===== config.mk =====
export PLATFORM = sky130hd
export DESIGN_NAME = scaler_cfg_sequencer
export DESIGN_NICKNAME = d
export VERILOG_FILES = /design/src/rtl/scaler_cfg_sequencer.sv
export SDC_FILE = /design/constraint.sdc
export NUM_CORES = 1
export LEC_CHECK = 0
export CAP_MARGIN = 10
export CORE_MARGIN = 2
export CORE_UTILIZATION = 45
export CTS_CLUSTER_DIAMETER = 30
export DETAILED_ROUTE_END_ITERATION = 8
export PLACE_DENSITY = 0.76
export SLEW_MARGIN = 5
export SYNTH_ARGS = -nofsm -noshare
export SYNTH_HDL_FRONTEND = slang
export SYNTH_SLANG_ARGS = --single-unit

===== constraint.sdc =====
create_clock -name clk_in1 -period 9.3 [get_ports clk_in1]
set_input_delay 2.79 -clock clk_in1 [delete_from_list [all_inputs] [get_ports clk_in1]]
set_output_delay 2.79 -clock clk_in1 [all_outputs]
set_load 0.02 [all_outputs]

===== src/rtl/scaler_cfg_sequencer.sv =====
// rtl/scaler_cfg_sequencer.sv - runtime config sequencer and whole-frame gate for the upscaler
//
// Purpose:
//   Accepts source/destination sizes, validates them, computes the fixed-point
//   upscale ratios floor(src*2^16/dst) with a restoring serial divider (X then Y),
//   and publishes the new geometry only while the input is in vertical blanking.
//   Input frames are forwarded whole or not at all; a frame whose vsync rises
//   with no active config is dropped and counted.
//
// Ports:
//   clk_in1, rst_n                    pixel-input clock, synchronous active-low reset
//   cfg_valid/cfg_ready               config request handshake
//   cfg_src_w/h, cfg_dst_w/h          requested sizes
//   cfg_err, cfg_applied              1-cycle pulses: rejected / active config updated
//   act_valid, act_*                  active config driven to the scaler
//   per_img_vsync/href/gray           input video
//   post_img_vsync/href/gray          gated video to the scaler (1-cycle latency)
//   drop_cnt                          saturating count of dropped frames

module scaler_cfg_sequencer #(
  parameter int C_DIM_W   = 11,
  parameter int C_RATIO_W = 16,
  parameter int C_DROP_W  = 16
) (
  input  logic                 clk_in1,
  input  logic                 rst_n,
  input  logic                 cfg_valid,
  output logic                 cfg_ready,
  input  logic [C_DIM_W-1:0]   cfg_src_w,
  input  logic [C_DIM_W-1:0]   cfg_src_h,
  input  logic [C_DIM_W-1:0]   cfg_dst_w,
  input  logic [C_DIM_W-1:0]   cfg_dst_h,
  output logic                 cfg_err,
  output logic                 cfg_applied,
  output logic                 act_valid,
  output logic [C_DIM_W-1:0]   act_src_w,
  output logic [C_DIM_W-1:0]   act_src_h,
  output logic [C_DIM_W-1:0]   act_dst_w,
  output logic [C_DIM_W-1:0]   act_dst_h,
  output logic [C_RATIO_W-1:0] act_x_ratio,
  output logic [C_RATIO_W-1:0] act_y_ratio,
  input  logic                 per_img_vsync,
  input  logic                 per_img_href,
  input  logic [7:0]           per_img_gray,
  output logic                 post_img_vsync,
  output logic                 post_img_href,
  output logic [7:0]           post_img_gray,
  output logic [C_DROP_W-1:0]  drop_cnt
);

  localparam int CNT_W = $clog2(C_RATIO_W);
  localparam logic [CNT_W-1:0] CNT_LAST = CNT_W'(C_RATIO_W - 1);

  typedef enum logic [2:0] {
    S_IDLE,
    S_CHK,
    S_DIV_X,
    S_DIV_Y,
    S_PEND,
    S_APPLY
  } state_t;

  state_t state_q, state_d;

  // shadow copy of the request and its ratios, held until the apply
  logic [C_DIM_W-1:0]   sh_src_w, sh_src_h, sh_dst_w, sh_dst_h;
  logic [C_RATIO_W-1:0] sh_x_ratio, sh_y_ratio;

  // divider state
  logic [C_DIM_W:0]     rem;
  logic [C_RATIO_W-1:0] quo;
  logic [CNT_W-1:0]     cnt;

  logic                 cfg_bad;
  logic [C_DIM_W-1:0]   div_dst;
  logic [C_DIM_W+1:0]   r2;
  logic [C_DIM_W+1:0]   r2_sub;
  logic                 q_bit;
  logic [C_DIM_W:0]     rem_next;
  logic [C_RATIO_W-1:0] quo_next;
  logic                 div_last;

  // frame gate
  logic vsync_dly;
  logic gate;
  logic rise;
  logic gate_c;

  assign cfg_ready = (state_q == S_IDLE);

  // src must be strictly smaller than dst: only upscaling is supported,
  // which also keeps rem < dst so rem never needs more than C_DIM_W bits.
  assign cfg_bad = (sh_src_w == '0) || (sh_src_h == '0) ||
                   (sh_src_w >= sh_dst_w) || (sh_src_h >= sh_dst_h);

  always_comb begin
    div_dst  = (state_q == S_DIV_Y) ? sh_dst_h : sh_dst_w;
    r2       = {1'b0, rem, 1'b0};
    r2_sub   = r2 - {2'b00, div_dst};
    q_bit    = (r2 >= {2'b00, div_dst});
    rem_next = q_bit ? r2_sub[C_DIM_W:0] : r2[C_DIM_W:0];
    quo_next = {quo[C_RATIO_W-2:0], q_bit};
    div_last = (cnt == CNT_LAST);
  end

  always_ff @(posedge clk_in1) begin
    if (!rst_n) state_q <= S_IDLE;
    else        state_q <= state_d;
  end

  always_comb begin
    state_d = state_q;
    case (state_q)
      S_IDLE:  if (cfg_valid) state_d = S_CHK;
      S_CHK:   state_d = cfg_bad ? S_IDLE : S_DIV_X;
      S_DIV_X: if (div_last) state_d = S_DIV_Y;
      S_DIV_Y: if (div_last) state_d = S_PEND;
      // vsync low here means the gate is already closed for the current frame
      S_PEND:  if (!per_img_vsync) state_d = S_APPLY;
      S_APPLY: state_d = S_IDLE;
      default: state_d = S_IDLE;
    endcase
  end

  always_ff @(posedge clk_in1) begin
    if (!rst_n) begin
      sh_src_w    <= '0;
      sh_src_h    <= '0;
      sh_dst_w    <= '0;
      sh_dst_h    <= '0;
      sh_x_ratio  <= '0;
      sh_y_ratio  <= '0;
      rem         <= '0;
      quo         <= '0;
      cnt         <= '0;
      cfg_err     <= 1'b0;
      cfg_applied <= 1'b0;
      act_valid   <= 1'b0;
      act_src_w   <= '0;
      act_src_h   <= '0;
      act_dst_w   <= '0;
      act_dst_h   <= '0;
      act_x_ratio <= '0;
      act_y_ratio <= '0;
    end else begin
      cfg_err     <= 1'b0;
      cfg_applied <= 1'b0;
      case (state_q)
        S_IDLE: begin
          if (cfg_valid) begin
            sh_src_w <= cfg_src_w;
            sh_src_h <= cfg_src_h;
            sh_dst_w <= cfg_dst_w;
            sh_dst_h <= cfg_dst_h;
          end
        end
        S_CHK: begin
          if (cfg_bad) begin
            cfg_err <= 1'b1;
          end else begin
            rem <= {1'b0, sh_src_w};
            quo <= '0;
            cnt <= '0;
          end
        end
        S_DIV_X: begin
          cnt <= cnt + 1'b1;
          if (div_last) begin
            // X done: capture quotient and seed the Y divide
            sh_x_ratio <= quo_next;
            rem        <= {1'b0, sh_src_h};
            quo        <= '0;
          end else begin
            rem <= rem_next;
            quo <= quo_next;
          end
        end
        S_DIV_Y: begin
          cnt <= cnt + 1'b1;
          if (div_last) begin
            sh_y_ratio <= quo_next;
          end else begin
            rem <= rem_next;
            quo <= quo_next;
          end
        end
        S_APPLY: begin
          act_valid   <= 1'b1;
          act_src_w   <= sh_src_w;
          act_src_h   <= sh_src_h;
          act_dst_w   <= sh_dst_w;
          act_dst_h   <= sh_dst_h;
          act_x_ratio <= sh_x_ratio;
          act_y_ratio <= sh_y_ratio;
          cfg_applied <= 1'b1;
        end
        default: ;
      endcase
    end
  end

  // act_valid is sampled only at the vsync rise, so a frame keeps the decision
  // made at its start for its whole duration.
  assign rise   = per_img_vsync & ~vsync_dly;
  assign gate_c = rise ? act_valid : (per_img_vsync & gate);

  always_ff @(posedge clk_in1) begin
    if (!rst_n) begin
      // vsync_dly=1 hides a rise for a frame already in flight at reset release
      vsync_dly      <= 1'b1;
      gate           <= 1'b0;
      post_img_vsync <= 1'b0;
      post_img_href  <= 1'b0;
      post_img_gray  <= '0;
      drop_cnt       <= '0;
    end else begin
      vsync_dly      <= per_img_vsync;
      gate           <= gate_c;
      post_img_vsync <= per_img_vsync & gate_c;
      post_img_href  <= per_img_href & per_img_vsync & gate_c;
      post_img_gray  <= per_img_gray;
      if (rise && !act_valid && (drop_cnt != {C_DROP_W{1'b1}}))
        drop_cnt <= drop_cnt + 1'b1;
    end
  end

endmodule


* Word level (Yosys, flattened, before mapping)
Cells that the tools add are included.
Storage, ports and cells: bits in registers 217, bits of input ports 57, output and inout bits 106, logic and storage cells 90
Operators by class: add/sub/neg operators 3, order comparisons 3, equality and inequality tests 13, muxes and demuxes 21, bitwise gates (word level) 6, reduce and logical (&&, ||, !) cells 19
Operator list (number):
- two-way mux 12 bit | 4
- two-way mux 15 bit | 3
- one-hot mux 15 bit (3 select lines) | 1
- one-hot mux 12 bit (3 select lines) | 1
- >= comparator 11 bit | 2
- logical NOT 11 bit | 2
- adder 16 x 1 -> 16 bit (second input constant) | 1
- != test 16 bit (second input constant) | 1
- one-hot mux 3 bit (5 select lines) | 1
- >= comparator 13 x 11 -> 1 bit | 1
- two-way mux 3 bit | 4
- != test 2 bit (second input constant) | 6
- subtractor 12 x 11 -> 12 bit | 1
- two-way mux 11 bit | 1
- AND reduction 2 bit | 5
- one-hot mux 4 bit (2 select lines) | 1
- equality test 3 x 2 -> 1 bit (second input constant) | 2
- equality test 3 bit (second input constant) | 2
- AND 1 bit | 5
- adder 4 x 1 -> 4 bit (second input constant) | 1
- equality test 4 bit (second input constant) | 1
- two-way mux 4 bit | 1
- AND reduction 4 bit | 1
- equality test 3 x 1 -> 1 bit (second input constant) | 1
- 11 further kinds | 16

* Depth between registers and ports, before layout
Gate-level depths: netlist of the first run.
depth after elaboration 6, mapped depth 16, gate-level depth less buffers 12

* Least setup slack after synthesis of the first run
No wires, ideal clock.
path kind in2reg, start point in per_img_vsync, end point reg drop_cnt[15], setup time 115 ps, data arrival time 3867 ps, required time 9185 ps, setup slack 5318 ps, stages on the path 6, buffers on the path 0, path through nor3b_1 -> o31a_1 -> and3_1 -> nand3_1 -> xnor2_1 -> and2_1
On the way: cells in the longest elaborated chain, start to end 3
RTL lines:
- start, declared | RTL line 42 | input logic per_img_vsync,
- AND 1 bit | RTL line 204 | assign rise = per_img_vsync & ~vsync_dly;
- logical AND 1 bit (2 in a row) | RTL line 222 | if (rise && !act_valid && (drop_cnt != {C_DROP_W{1'b1}}))
- end signal, assigned | RTL line 223 | drop_cnt <= drop_cnt + 1'b1;
- end, declared | RTL line 48 | output logic [C_DROP_W-1:0] drop_cnt
Every way passes these cells. A chain may end at the register's enable or synchronous reset.

* Worst setup path in the final report of the first run
start point reg state_q[0], end point out cfg_ready
On the way: cells in the longest elaborated chain, start to end 1
RTL lines:
- start, declared | RTL line 63 | state_t state_q, state_d;
- start signal, assigned | RTL line 108 | else state_q <= state_d;
- logical NOT 3 bit | RTL line 89 | assign cfg_ready = (state_q == S_IDLE);
- end, declared | RTL line 28 | output logic cfg_ready,
Every way passes these cells.

==> run summary, run 1 <==
The flow ran to the end, and the final reports show no timing, DRC or antenna violations. The net count after synthesis is 1264. Synthesis handed over a netlist of 1171 instances. Setup repair after global routing left no endpoint under its margin.

Counting flops with an async set or reset pin after synthesis yields a share of 0%. The slew at the pin closest to its max-slew limit came out at between 1 and 1.5 ns. The power per cell area came out at about 220 nW/um^2. In this run the post-CTS setup repair buffer count came out at 0.

The pin count of the biggest net entering global routing is between 100 and 150. The worst setup path is captured at a primary output. The most common cell in the synthesized netlist is sky130_fd_sc_hd__nand2_1. The synthesized design spends more area on one cell type than any other, namely sky130_fd_sc_hd__dfxtp_1. The via count of the first global-routing pass came out at about 8k. The highest clock rate is approximately 0.20 GHz.

The count of buffers inserted at the top-level ports came out at roughly 160. The total routing resource utilization after global routing came out at 22.4%. The full die area came out at between 20000 and 25000 um^2. The worst setup path is of the reg -> out kind. The final critical path time including I/O delays and setup is 4.92 ns. Counting the buffers created by CTS gives 40. The worst hold path class is reg -> reg. The tool flagged a number of max-cap violations equal to 0.

The count of endpoints failing hold in the final timing report came to 0. The commonest register cell after synthesis is sky130_fd_sc_hd__dfxtp_1. The insertion delay to the later sink of the worst-skew pair came out at 0.51 ns. The clock tree synthesis step divided the H-tree into 2 levels.

After synthesis, the most frequently instantiated cells are sky130_fd_sc_hd__nand2_1 (353), sky130_fd_sc_hd__dfxtp_1 (217), sky130_fd_sc_hd__a21boi_0 (169). The maximum clock insertion buffer count came out at 3. The clock net sink count is 217. The via density per instance is around 5.3.

The via count is 8558. After the first detailed-routing iteration, the DRC count stood at 574. The register bit count reported by yosys is 217. The count of cells in the finished layout, fillers not included, comes to 1613. The initial core utilization came out at 46.1%. The startpoint class of the critical path is a flip-flop. Clock-pin slew was measured on the worst setup and hold paths at 0.05 ns.

The root cell of the clock tree is sky130_fd_sc_hd__clkbuf_16. The most critical setup path has its startpoint at state_q[0]. The wire length per cell is 15.7 um. The data arrival time of the worst path is ~2.1 ns. The first-pass iteration count of the detailed router came out at 5.

The share of layout cells above drive strength 1 came out at between 6 and 7%. In this run the biggest area consumer among cell types represents ~45% of the synthesized area. Dividing the synthesized area by the synthesized cell count gives 8.32 um^2. The cell area after synthesis is 9750 um^2. The net count of the finished layout is ~1.4k. The aggregate negative setup slack is 0 ns. The number of hold buffers added after CTS was 0. The number of standard-cell rows in the floorplan is 53.

The final critical path takes up 52.9% of the cycle. The distinct cell type count after synthesis is 60. The warning count from the yosys run came out at 0. The clock skew after layout came out at about 0.012 ns. In this design, the largest share of critical-path delay is due to buffers and inverters. Post-CTS repair changed the size of 0 cells.

The leakage power of the design is 0.00466 uW. The sequential-to-total area share from yosys stat came out at 44.6%. The total buffers and inverters traversed by the critical path is 1. The wire length of the first global-routing pass came out at slightly above 40 mm.

Sorting the synthesized cells by area gives the leading types as sky130_fd_sc_hd__dfxtp_1 (45%), sky130_fd_sc_hd__nand2_1 (14%), sky130_fd_sc_hd__a21boi_0 (13%). The final layout contains routed wiring with a total length of about 25 mm. Across the VDD grid, the largest voltage drop is 109 uV. The slowest stage of the critical path belongs to the cell sky130_fd_sc_hd__clkdlybuf4s50_1. At the worst endpoint, the required time is about 6.5 ns. The I/O pin count is between 150 and 200.

The remaining global-route overflow is 0. The routability-driven placement congestion ratio came out at 0.922. The synthesis-to-finish area growth came out at 31.9%.

In this run the most critical hold path is launched from act_y_ratio[13]. The number of antenna violations at the first check in global routing was 0. Of all nets on the critical path, the largest fanout is 18. The diode insertion count for antenna repair came out at 0.

TritonCTS built the clock tree. The startpoint identified for the worst register-to-register timing path is state_q[0]. The count of pins over their slew limit is 0.

For this run, design rule violations remaining after detail routing come to 0. In this run, synthesis inferred 0 flip-flops with an integrated enable. The normalized max-slew margin came out at a little over a quarter. The number of instances in the placed design came out at around 1.5k. In this run the horizontal extent of the chip is between 150 and 200 um. The setup-violating endpoint count in the final report came out at 0.

The number of antenna-violating nets in the routed design is 0. The core region is ~21000 um^2. The wire-length estimate of the detail-placed layout is between 15 and 20 mm. The signal on the critical path passes through nor3_1 -> clkdlybuf4s50_1. In this design, the stage delay of the slowest critical-path cell is 0.72 ns.

The die outline height came out at about 150 um.
==> power breakdown <==
group	internal [uW]	total (uW)	switching (uW)	leakage [uW]
clock	999	1470	471	0.000667
combinational	177	407	229	0.00224
sequential	957	992	34.6	0.00176
==> state kept, by name, summed over array words and instances, names as in the netlist, 3 cells and up <==
| register | flops |
|---|---|
| act_dst_h | 11 |
| act_src_w | 11 |
| drop_cnt | 16 |
| sh_x_ratio | 16 |
| sh_src_w | 11 |
| sh_dst_h | 11 |
| sh_src_h | 11 |
| state_q | 3 |
| rem | 12 |
| sh_y_ratio | 16 |
| post_img_gray | 8 |
| quo | 15 |
| act_x_ratio | 16 |
| act_src_h | 11 |
| sh_dst_w | 11 |
| act_y_ratio | 16 |
| act_dst_w | 11 |
| cnt | 4 |
==> cells by family after synthesis <==
| group | Yosys count | synth area share [%] |
|---|---|---|
| buffers and inverters | 104 | 4.29 |
| muxes | 9 | 0.950 |
| AOI/OAI and AO/OA | 276 | 21.1 |
| adders and majority gates | 36 | 4.70 |
| DFF | 217 | 44.6 |
| and+or+nand+nor | 507 | 22.5 |
| xor gates and xnor gates | 22 | 1.98 |
==> final timing paths <==
kind | slack (ns) | endpoint | cells after the start
worst max-delay path | 4.38 | cfg_ready | 2
worst min register to register | 0.46 | act_y_ratio[13] | 2
worst min-delay path | 0.46 | act_y_ratio[13] | 2
worst max register to register | 4.50 | rem[7] | 10
==> metal layers <==
metal	global-route usage [%]	share of wire, %
met1	29.5	45
met2	37.3	47
met3	4.43	5.7
met4	6.96	2.6
met5	0	0
==> metrics by stage <==
| step | hold slack (ns) | worst slack, ns | total power [uW] | util, % | area (um^2) |
|---|---|---|---|---|---|
| final | 0.462 | 4.38 | 2870 | 60.8 | 12900 |
| after global routing | 0.483 | 4.10 | 2980 | 60.8 | 12900 |
| after CTS | 0.466 | 4.37 | 2890 | 60.8 | 12900 |
| after detailed placement | 0.458 | 4.41 | 1410 | 54.3 | 11500 |
| after global placement | 0.453 | 4.40 | 1400 | 54.3 | 11500 |
| after floorplan | 0.440 | 5.32 | 1300 | - | 9750 |
==> layout make-up <==
type / instances / area, um^2
Clock buffer: 51 / 1090
Clock inverter: 20 / 284
Fill cell: 1859 / 8300
Inverter: 30 / 113
Multi-Input combinational cell: 850 / 5000
Sequential cell: 217 / 4340
Tap cell: 275 / 344
Timing Repair Buffer: 170 / 1680
==> worst min-delay path, cell delays in order (launching register included) <==
cell	delay [ns]
sky130_fd_sc_hd__dfxtp_1	0.30
sky130_fd_sc_hd__nand2_1	0.04
sky130_fd_sc_hd__a21boi_0	0.06
==> cell usage in the layout (no fill, tap or decap), types with 7 or more instances in the layout <==
cell type,Yosys,final
sky130_fd_sc_hd__a21boi_0,169,169
sky130_fd_sc_hd__a21oi_1,25,25
sky130_fd_sc_hd__a31oi_1,8,7
sky130_fd_sc_hd__and2_1,27,27
sky130_fd_sc_hd__and3_1,9,9
sky130_fd_sc_hd__buf_4,0,9
sky130_fd_sc_hd__clkbuf_1,61,7
sky130_fd_sc_hd__clkbuf_16,0,41
sky130_fd_sc_hd__clkdlybuf4s50_1,0,161
sky130_fd_sc_hd__dfxtp_1,217,217
sky130_fd_sc_hd__ha_1,35,35
sky130_fd_sc_hd__inv_1,30,30
sky130_fd_sc_hd__mux2i_1,7,7
sky130_fd_sc_hd__nand2_1,353,352
sky130_fd_sc_hd__nand3_1,38,38
sky130_fd_sc_hd__nor2_1,28,28
sky130_fd_sc_hd__nor2b_1,7,7
sky130_fd_sc_hd__nor3_1,13,12
sky130_fd_sc_hd__o21a_1,8,8
sky130_fd_sc_hd__o21ai_0,19,19
sky130_fd_sc_hd__o31ai_1,7,7
sky130_fd_sc_hd__xnor2_1,15,15
sky130_fd_sc_hd__xor2_1,7,7
(Power assumes the default switching activity.)
==> inputs of run 2 (changes only) <==
Clock period 9.3 ns to 4.7 ns, I/O delays scaled along.
==> run summary, run 2 (same netlist as run 1, synthesis figures left out) <==
The met1 wire length came out at 11.8 mm (was 11.3 mm). The most common library cell in the layout ignoring fill and taps is sky130_fd_sc_hd__nand2_1 (unchanged). The nature of the critical path endpoint is a flip-flop (was primary output). The insertion delay to the later sink of the worst-skew pair was 0.53 ns (was 0.51 ns).

The maximum level of the CTS H-tree came out at 2 (unchanged). The post-place setup slack came out at 0.760 ns (was 4.41 ns). The worst endpoint required time is 5.11 ns (was 6.51 ns). The routed design could run at a clock period as short as slightly above 4 ns. The wire length per cell came out at 16.0 um (was 15.7 um).

The number of antenna violations at the first check in global routing came out at 0 (unchanged). The number of instances in the placed design is 1548 (was 1542). The first-pass iteration count of the detailed router came to 5 (unchanged). The aggregate negative setup slack came out at 0 ns (unchanged). The number of design-rule violations left by the first detailed-router iteration came to 680 (was 574).

The worst hold path class is reg -> reg (unchanged). The pin count of the biggest net entering global routing is 80 (was 122). The diode insertion count for antenna repair was 0 (unchanged). The maximum clock insertion buffer count is 3 (unchanged).

Setup repair after global routing missed its margin: false (unchanged). The class of the most critical setup path is reg -> reg (was reg -> out). The count of endpoints failing hold in the final timing report came out at 0 (unchanged). The post-detailed-placement half-perimeter wirelength is 17.6 mm (was 16.9 mm). The root cell of the clock tree is sky130_fd_sc_hd__clkbuf_16 (unchanged). The via count is 8595 (was 8558). The data arrival time of the worst path came to 4.44 ns (was 2.13 ns). The total routing resource utilization after global routing is 23.0% (was 22.4%).

The number of filler cells placed in the layout came to 1776 (was 1859). Top library cells by usage in the layout, fill and taps aside: sky130_fd_sc_hd__nand2_1 (353), sky130_fd_sc_hd__dfxtp_1 (217), sky130_fd_sc_hd__a21boi_0 (169), sky130_fd_sc_hd__clkdlybuf4s50_1 (161), sky130_fd_sc_hd__clkbuf_16 (46) (was sky130_fd_sc_hd__nand2_1 (352), sky130_fd_sc_hd__dfxtp_1 (217), sky130_fd_sc_hd__a21boi_0 (169), sky130_fd_sc_hd__clkdlybuf4s50_1 (161), sky130_fd_sc_hd__clkbuf_16 (41)). The setup-violating endpoint count in the final report is 0 (unchanged). The routability-driven placement congestion ratio came out at 0.940 (was 0.922). The CTS tree is yes (unchanged). The number of CTS-inserted buffers came out at 45 (was 40).

The normalized max-slew margin is 26.3% (was 26.0%). The I/O pin count came to 163 (unchanged). The startpoint class of the critical path is a flip-flop (unchanged). The area of the placeable core is 21200 um^2 (unchanged). The cell with the largest stage delay on the worst path is sky130_fd_sc_hd__and3b_1 (was sky130_fd_sc_hd__clkdlybuf4s50_1). The count of pins over their slew limit came out at 0 (unchanged). The number of hold-repair buffers added at the cts stage is 0 (unchanged). The clock-pin slew on the worst setup and hold paths came out at 0.05 ns (about the same). The die outline height is 151 um (unchanged). The met3 wire length is 1.52 mm (was 1.44 mm).

Based on the critical path, the design can be clocked at up to between 0.2 and 0.25 GHz. The number of standard-cell rows in the floorplan came out at 53 (unchanged). The number of buffers added for setup after CTS came out at 0 (unchanged).

The worst setup margin was 0.676 ns (was 4.38 ns). The count of placed standard cells in the final layout, fillers left out is 1632 (was 1613). The share of layout cells above drive strength 1 came to 8.11% (was 6.65%). The count of buffers inserted at the top-level ports is 162 (unchanged). The clock skew after layout is 0.0129 ns (was 0.0118 ns). The top routing layer in use is met4 (unchanged). The leakage power of the design is 0.00488 uW (was 0.00466 uW). The width of the chip came out at 151 um (unchanged). The power per cell area is 484 nW/um^2 (was 223 nW/um^2).

The largest fanout on the critical path is 18 (unchanged). The synthesis-to-finish area growth came out at 36.3% (was 31.9%). The full die area was 22800 um^2 (unchanged). The met2 wire length was 12.1 mm (was 11.9 mm).

The count of cells resized by post-cts repair was 0 (unchanged). The wire length of the first global-routing pass came out at 42.2 mm (was 41.3 mm). The number of remaining DRC errors came to 0 (unchanged). The largest stage delay on the critical path was 0.69 ns (was 0.72 ns).

The number of antenna-violating nets in the routed design is 0 (unchanged). The highest ir drop seen on vdd is 278 uV (was 109 uV). The slew at the pin closest to its max-slew limit was 1.10 ns (was 1.11 ns). The count of maximum capacitance violations is 0 (unchanged). The setup slack of the worst register-to-register path came out at 0.68 ns (was 4.50 ns).

The total detailed-routing wirelength was 26.1 mm (was 25.3 mm). Worst path cell trace: and3b_1 -> nor2_1 -> a21oi_1 -> ha_1 -> o21a_1 -> o21ai_0 -> a2111oi_4 -> nor3_4 -> buf_4 -> mux2i_1 -> o221ai_1 -> o2111a_1 (was nor3_1 -> clkdlybuf4s50_1). The via density per instance is 5.27 (was 5.31).

The count of nets after finishing was 1413 (was 1402). The initial core utilization is 46.1% (unchanged). The period utilization is a little under nine tenths.

Result of the run: complete, no violations (unchanged). The via count of the first global-routing pass came out at 8301 (was 8215). The clock net sink count is 217 (unchanged). The remaining global-route overflow came out at 0 (unchanged).
-- run 2: path summary, 6_finish.rpt --
check	start	to	cells after the start
hold reg to reg	sh_y_ratio[3]	act_y_ratio[3]	2
hold / removal	sh_y_ratio[3]	act_y_ratio[3]	2
setup reg to reg	state_q[0]	rem[5]	12
setup / recovery	state_q[0]	rem[5]	12
-- run 2: power by group --
| group | internal, uW | leakage (uW) | switching (uW) |
|---|---|---|---|
| Clock | 2580 | 0.000856 | 1050 |
| Sequential | 1890 | 0.00176 | 72.4 |
| Combinational | 360 | 0.00227 | 462 |
-- run 2: final cells by class --
cell class	instances	area (um^2)	share of cell area, %
Inverter	30	113	0.848
Timing Repair Buffer	176	1720	13.0
Clock inverter	30	537	4.04
Clock buffer	54	1220	9.20
Tap cell	275	344	2.59
Sequential cell	217	4340	32.7
Multi-Input combinational cell	850	5000	37.6
-- run 2: metal layers --
metal | vias up | global-route usage [%]
met3 | 50 | 4.91
met5 | - | 0
met4 | 0 | 7.76
met1 | 3991 | 30.1
met2 | 276 | 37.9
li1 | 4278 | -
-- run 2: metrics by stage --
step           util [%]  cell area, um^2  total power, uW  hold slack, ns
4_1_cts            62.8            13300             6460           0.459
3_3_place_gp       54.5            11500             2800           0.450
2_1_floorplan         -             9750             2570           0.440
5_1_grt            62.8            13300             6640           0.482
3_5_place_dp       54.5            11500             2810           0.455
6_report           62.8            13300             6420           0.457
-- run 2: critical path: cells and delay by family (launching register included) --
family,cells,cell delay (ns)
adders and majority gates,1,0.29
buffers and inverters,1,0.25
muxes,1,0.25
DFF,1,0.67
AOI/OAI and AO/OA,6,1.31
and+or+nand+nor,3,1.11
==> inputs of run 3 (changes only) <==
--- a/config.mk
+++ b/config.mk
@@ -12,2 +12,3 @@
 export DETAILED_ROUTE_END_ITERATION = 8
+export MAX_ROUTING_LAYER = met4
 export PLACE_DENSITY = 0.76
==> constraint.sdc (replaced) <==
create_clock -name clk_in1 -period 4.7 [get_ports clk_in1]
set_input_delay 0.705 -clock clk_in1 [delete_from_list [all_inputs] [get_ports clk_in1]]
set_output_delay 0.705 -clock clk_in1 [all_outputs]
set_load 0.02 [all_outputs]
==> run summary, run 3 (same netlist as run 1, synthesis figures left out) <==
The nature of the critical path endpoint is a flip-flop (unchanged). The number of antenna-violating nets in the routed design is 0 (unchanged). The number of antenna violations at the first check in global routing came out at 0 (unchanged). The count of buffers inserted at the top-level ports is 162 (unchanged). Top library cells by usage in the layout, fill and taps aside: sky130_fd_sc_hd__nand2_1 (352), sky130_fd_sc_hd__dfxtp_1 (217), sky130_fd_sc_hd__a21boi_0 (169), sky130_fd_sc_hd__clkdlybuf4s50_1 (161), sky130_fd_sc_hd__clkbuf_16 (45) (was sky130_fd_sc_hd__nand2_1 (353), sky130_fd_sc_hd__dfxtp_1 (217), sky130_fd_sc_hd__a21boi_0 (169), sky130_fd_sc_hd__clkdlybuf4s50_1 (161), sky130_fd_sc_hd__clkbuf_16 (46)). The full die area came to 22800 um^2 (unchanged). The aggregate negative setup slack is 0 ns (unchanged). The count of nets after finishing came out at 1411 (was 1413). The number of CTS-inserted buffers came out at 45 (unchanged). The first-pass iteration count of the detailed router is 8 (was 5). The number of standard-cell rows in the floorplan was 53 (unchanged). The normalized max-slew margin was 24.8% (was 26.3%). The routability-driven placement congestion ratio is 0.976 (was 0.940).

The slew at the pin closest to its max-slew limit was 1.12 ns (was 1.10 ns). The area of the placeable core is 21200 um^2 (unchanged). The via count of the first global-routing pass came out at 8271 (was 8301). The power per cell area is 453 nW/um^2 (was 484 nW/um^2). The number of filler cells placed in the layout came to 1854 (was 1776). The clock skew after layout is 0.0124 ns (was 0.0129 ns). The via count came out at 8646 (was 8595). The synthesis-to-finish area growth came out at 33.5% (was 36.3%). The count of pins over their slew limit came out at 0 (unchanged). The largest fanout on the critical path came out at 18 (unchanged). The via density per instance came out at 5.32 (was 5.27). The highest ir drop seen on vdd is 259 uV (was 278 uV). The I/O pin count came out at 163 (unchanged).

The count of maximum capacitance violations came to 0 (unchanged). The final critical path time including I/O delays and setup came out at 4.05 ns (was 4.02 ns). The area taken by flip-flops and latches came to 4340 um^2 (unchanged).

The width of the chip is 151 um (unchanged). The number of remaining DRC errors came out at 0 (unchanged). The worst endpoint required time came out at 5.13 ns (was 5.11 ns). The maximum clock insertion buffer count came out at 3 (unchanged). The initial core utilization was 46.1% (unchanged).

The leakage power of the design came to 0.00475 uW (was 0.00488 uW). The number of buffers added for setup after CTS is 0 (unchanged). Result of the run: complete, no violations (unchanged). The post-place instance area came out at 11500 um^2 (about the same). The highest clock rate is 0.247 GHz (was 0.249 GHz). The die outline height is 151 um (unchanged). The class of the most critical setup path was reg -> reg (unchanged). The post-layout instance area came out at 13000 um^2 (was 13300 um^2). The total detailed-routing wirelength is 26.1 mm (about the same).

The CTS tree was yes (unchanged). Setup repair after global routing missed its margin: false (unchanged). The clock net sink count is 217 (unchanged). The area used by multi-input combinational logic came out at 5000 um^2 (about the same). The startpoint class of the critical path is a flip-flop (unchanged).

The period utilization came out at 86.2% (was 85.6%). The pin count of the biggest net entering global routing came to 114 (was 80). The root cell of the clock tree is sky130_fd_sc_hd__clkbuf_16 (unchanged). The insertion delay to the later sink of the worst-skew pair is 0.53 ns (about the same). The clock-pin slew on the worst setup and hold paths is 0.05 ns (about the same). The number of design-rule violations left by the first detailed-router iteration is 576 (was 680). The count of cells resized by post-cts repair is 0 (unchanged). The setup-violating endpoint count in the final report came out at 0 (unchanged). The count of endpoints failing hold in the final timing report came out at 0 (unchanged). The share of layout cells above drive strength 1 was 7.49% (was 8.11%). The number of hold-repair buffers added at the cts stage is 0 (unchanged). The diode insertion count for antenna repair is 0 (unchanged). The data arrival time of the worst path came out at 4.48 ns (was 4.44 ns). The most common library cell in the layout ignoring fill and taps is sky130_fd_sc_hd__nand2_1 (unchanged). The wire length per cell is 16.1 um (was 16.0 um). The worst hold path class is reg -> reg (unchanged). The maximum level of the CTS H-tree came to 2 (unchanged). The remaining global-route overflow is 0 (unchanged).

The post-detailed-placement half-perimeter wirelength came to 17.7 mm (was 17.6 mm). The wire length of the first global-routing pass came to 41.6 mm (was 42.2 mm). The total routing resource utilization after global routing came out at 23.5% (was 23.0%).
-- run 3: through the flow --
stage                     util, %  std cells  power (uW)  setup WS (ns)  hold slack [ns]
after floorplan                 -       1171        2570           1.47            0.440
after global placement       54.4       1546        2790          0.834            0.450
after detailed placement     54.4       1546        2800          0.741            0.457
after CTS                    61.5       1624        5930          0.701            0.463
after global routing         61.5       1624        6100          0.302            0.481
final                        61.5       1624        5900          0.647            0.459
-- run 3: path summary, 6_finish.rpt --
path	start	endpoint	slack, ns	cells after the start
min reg2reg	act_x_ratio[0]	act_x_ratio[0]	0.46	2
max reg2reg	state_q[0]	rem[1]	0.65	13
max	state_q[0]	rem[1]	0.65	13
min	act_x_ratio[0]	act_x_ratio[0]	0.46	2
-- run 3: cell type report --
class                           instances  area share (%)
Multi-Input combinational cell        850            38.4
Sequential cell                       217            33.4
Timing Repair Buffer                  174            13.1
Clock buffer                           53            9.04
Tap cell                              275            2.65
Clock inverter                         25            2.47
Inverter                               30           0.866
-- run 3: routing by layer --
metal | wire length (um) | track usage [%] | share of wire (%) | up-vias
met5 | 0 | - | 0 | -
met4 | 731 | 8.36 | 2.8 | 0
met3 | 1520 | 3.95 | 5.8 | 71
met2 | 12300 | 38.3 | 47 | 287
met1 | 11500 | 29.5 | 44 | 4033
li1 | - | - | - | 4255
-- run 3: critical path, cell delays in order, from the launching register on --
cell                        delay [ns]
sky130_fd_sc_hd__dfxtp_1          0.69
sky130_fd_sc_hd__and3b_1          0.63
sky130_fd_sc_hd__buf_4            0.26
sky130_fd_sc_hd__nor2_1           0.04
sky130_fd_sc_hd__a21oi_1          0.12
sky130_fd_sc_hd__ha_1             0.29
sky130_fd_sc_hd__o21a_1           0.15
sky130_fd_sc_hd__o21ai_0          0.50
sky130_fd_sc_hd__a2111oi_4        0.13
sky130_fd_sc_hd__nor3_4           0.32
sky130_fd_sc_hd__buf_4            0.25
sky130_fd_sc_hd__mux2i_1          0.20
sky130_fd_sc_hd__a21oi_1          0.08
sky130_fd_sc_hd__nor4b_1          0.26
-- run 3: power breakdown --
group          internal (uW)  switching, uW  total, uW
Clock                   2110            996       3110
Combinational            358            461        820
Sequential              1900           74.3       1970
Total                   4370           1530       5900
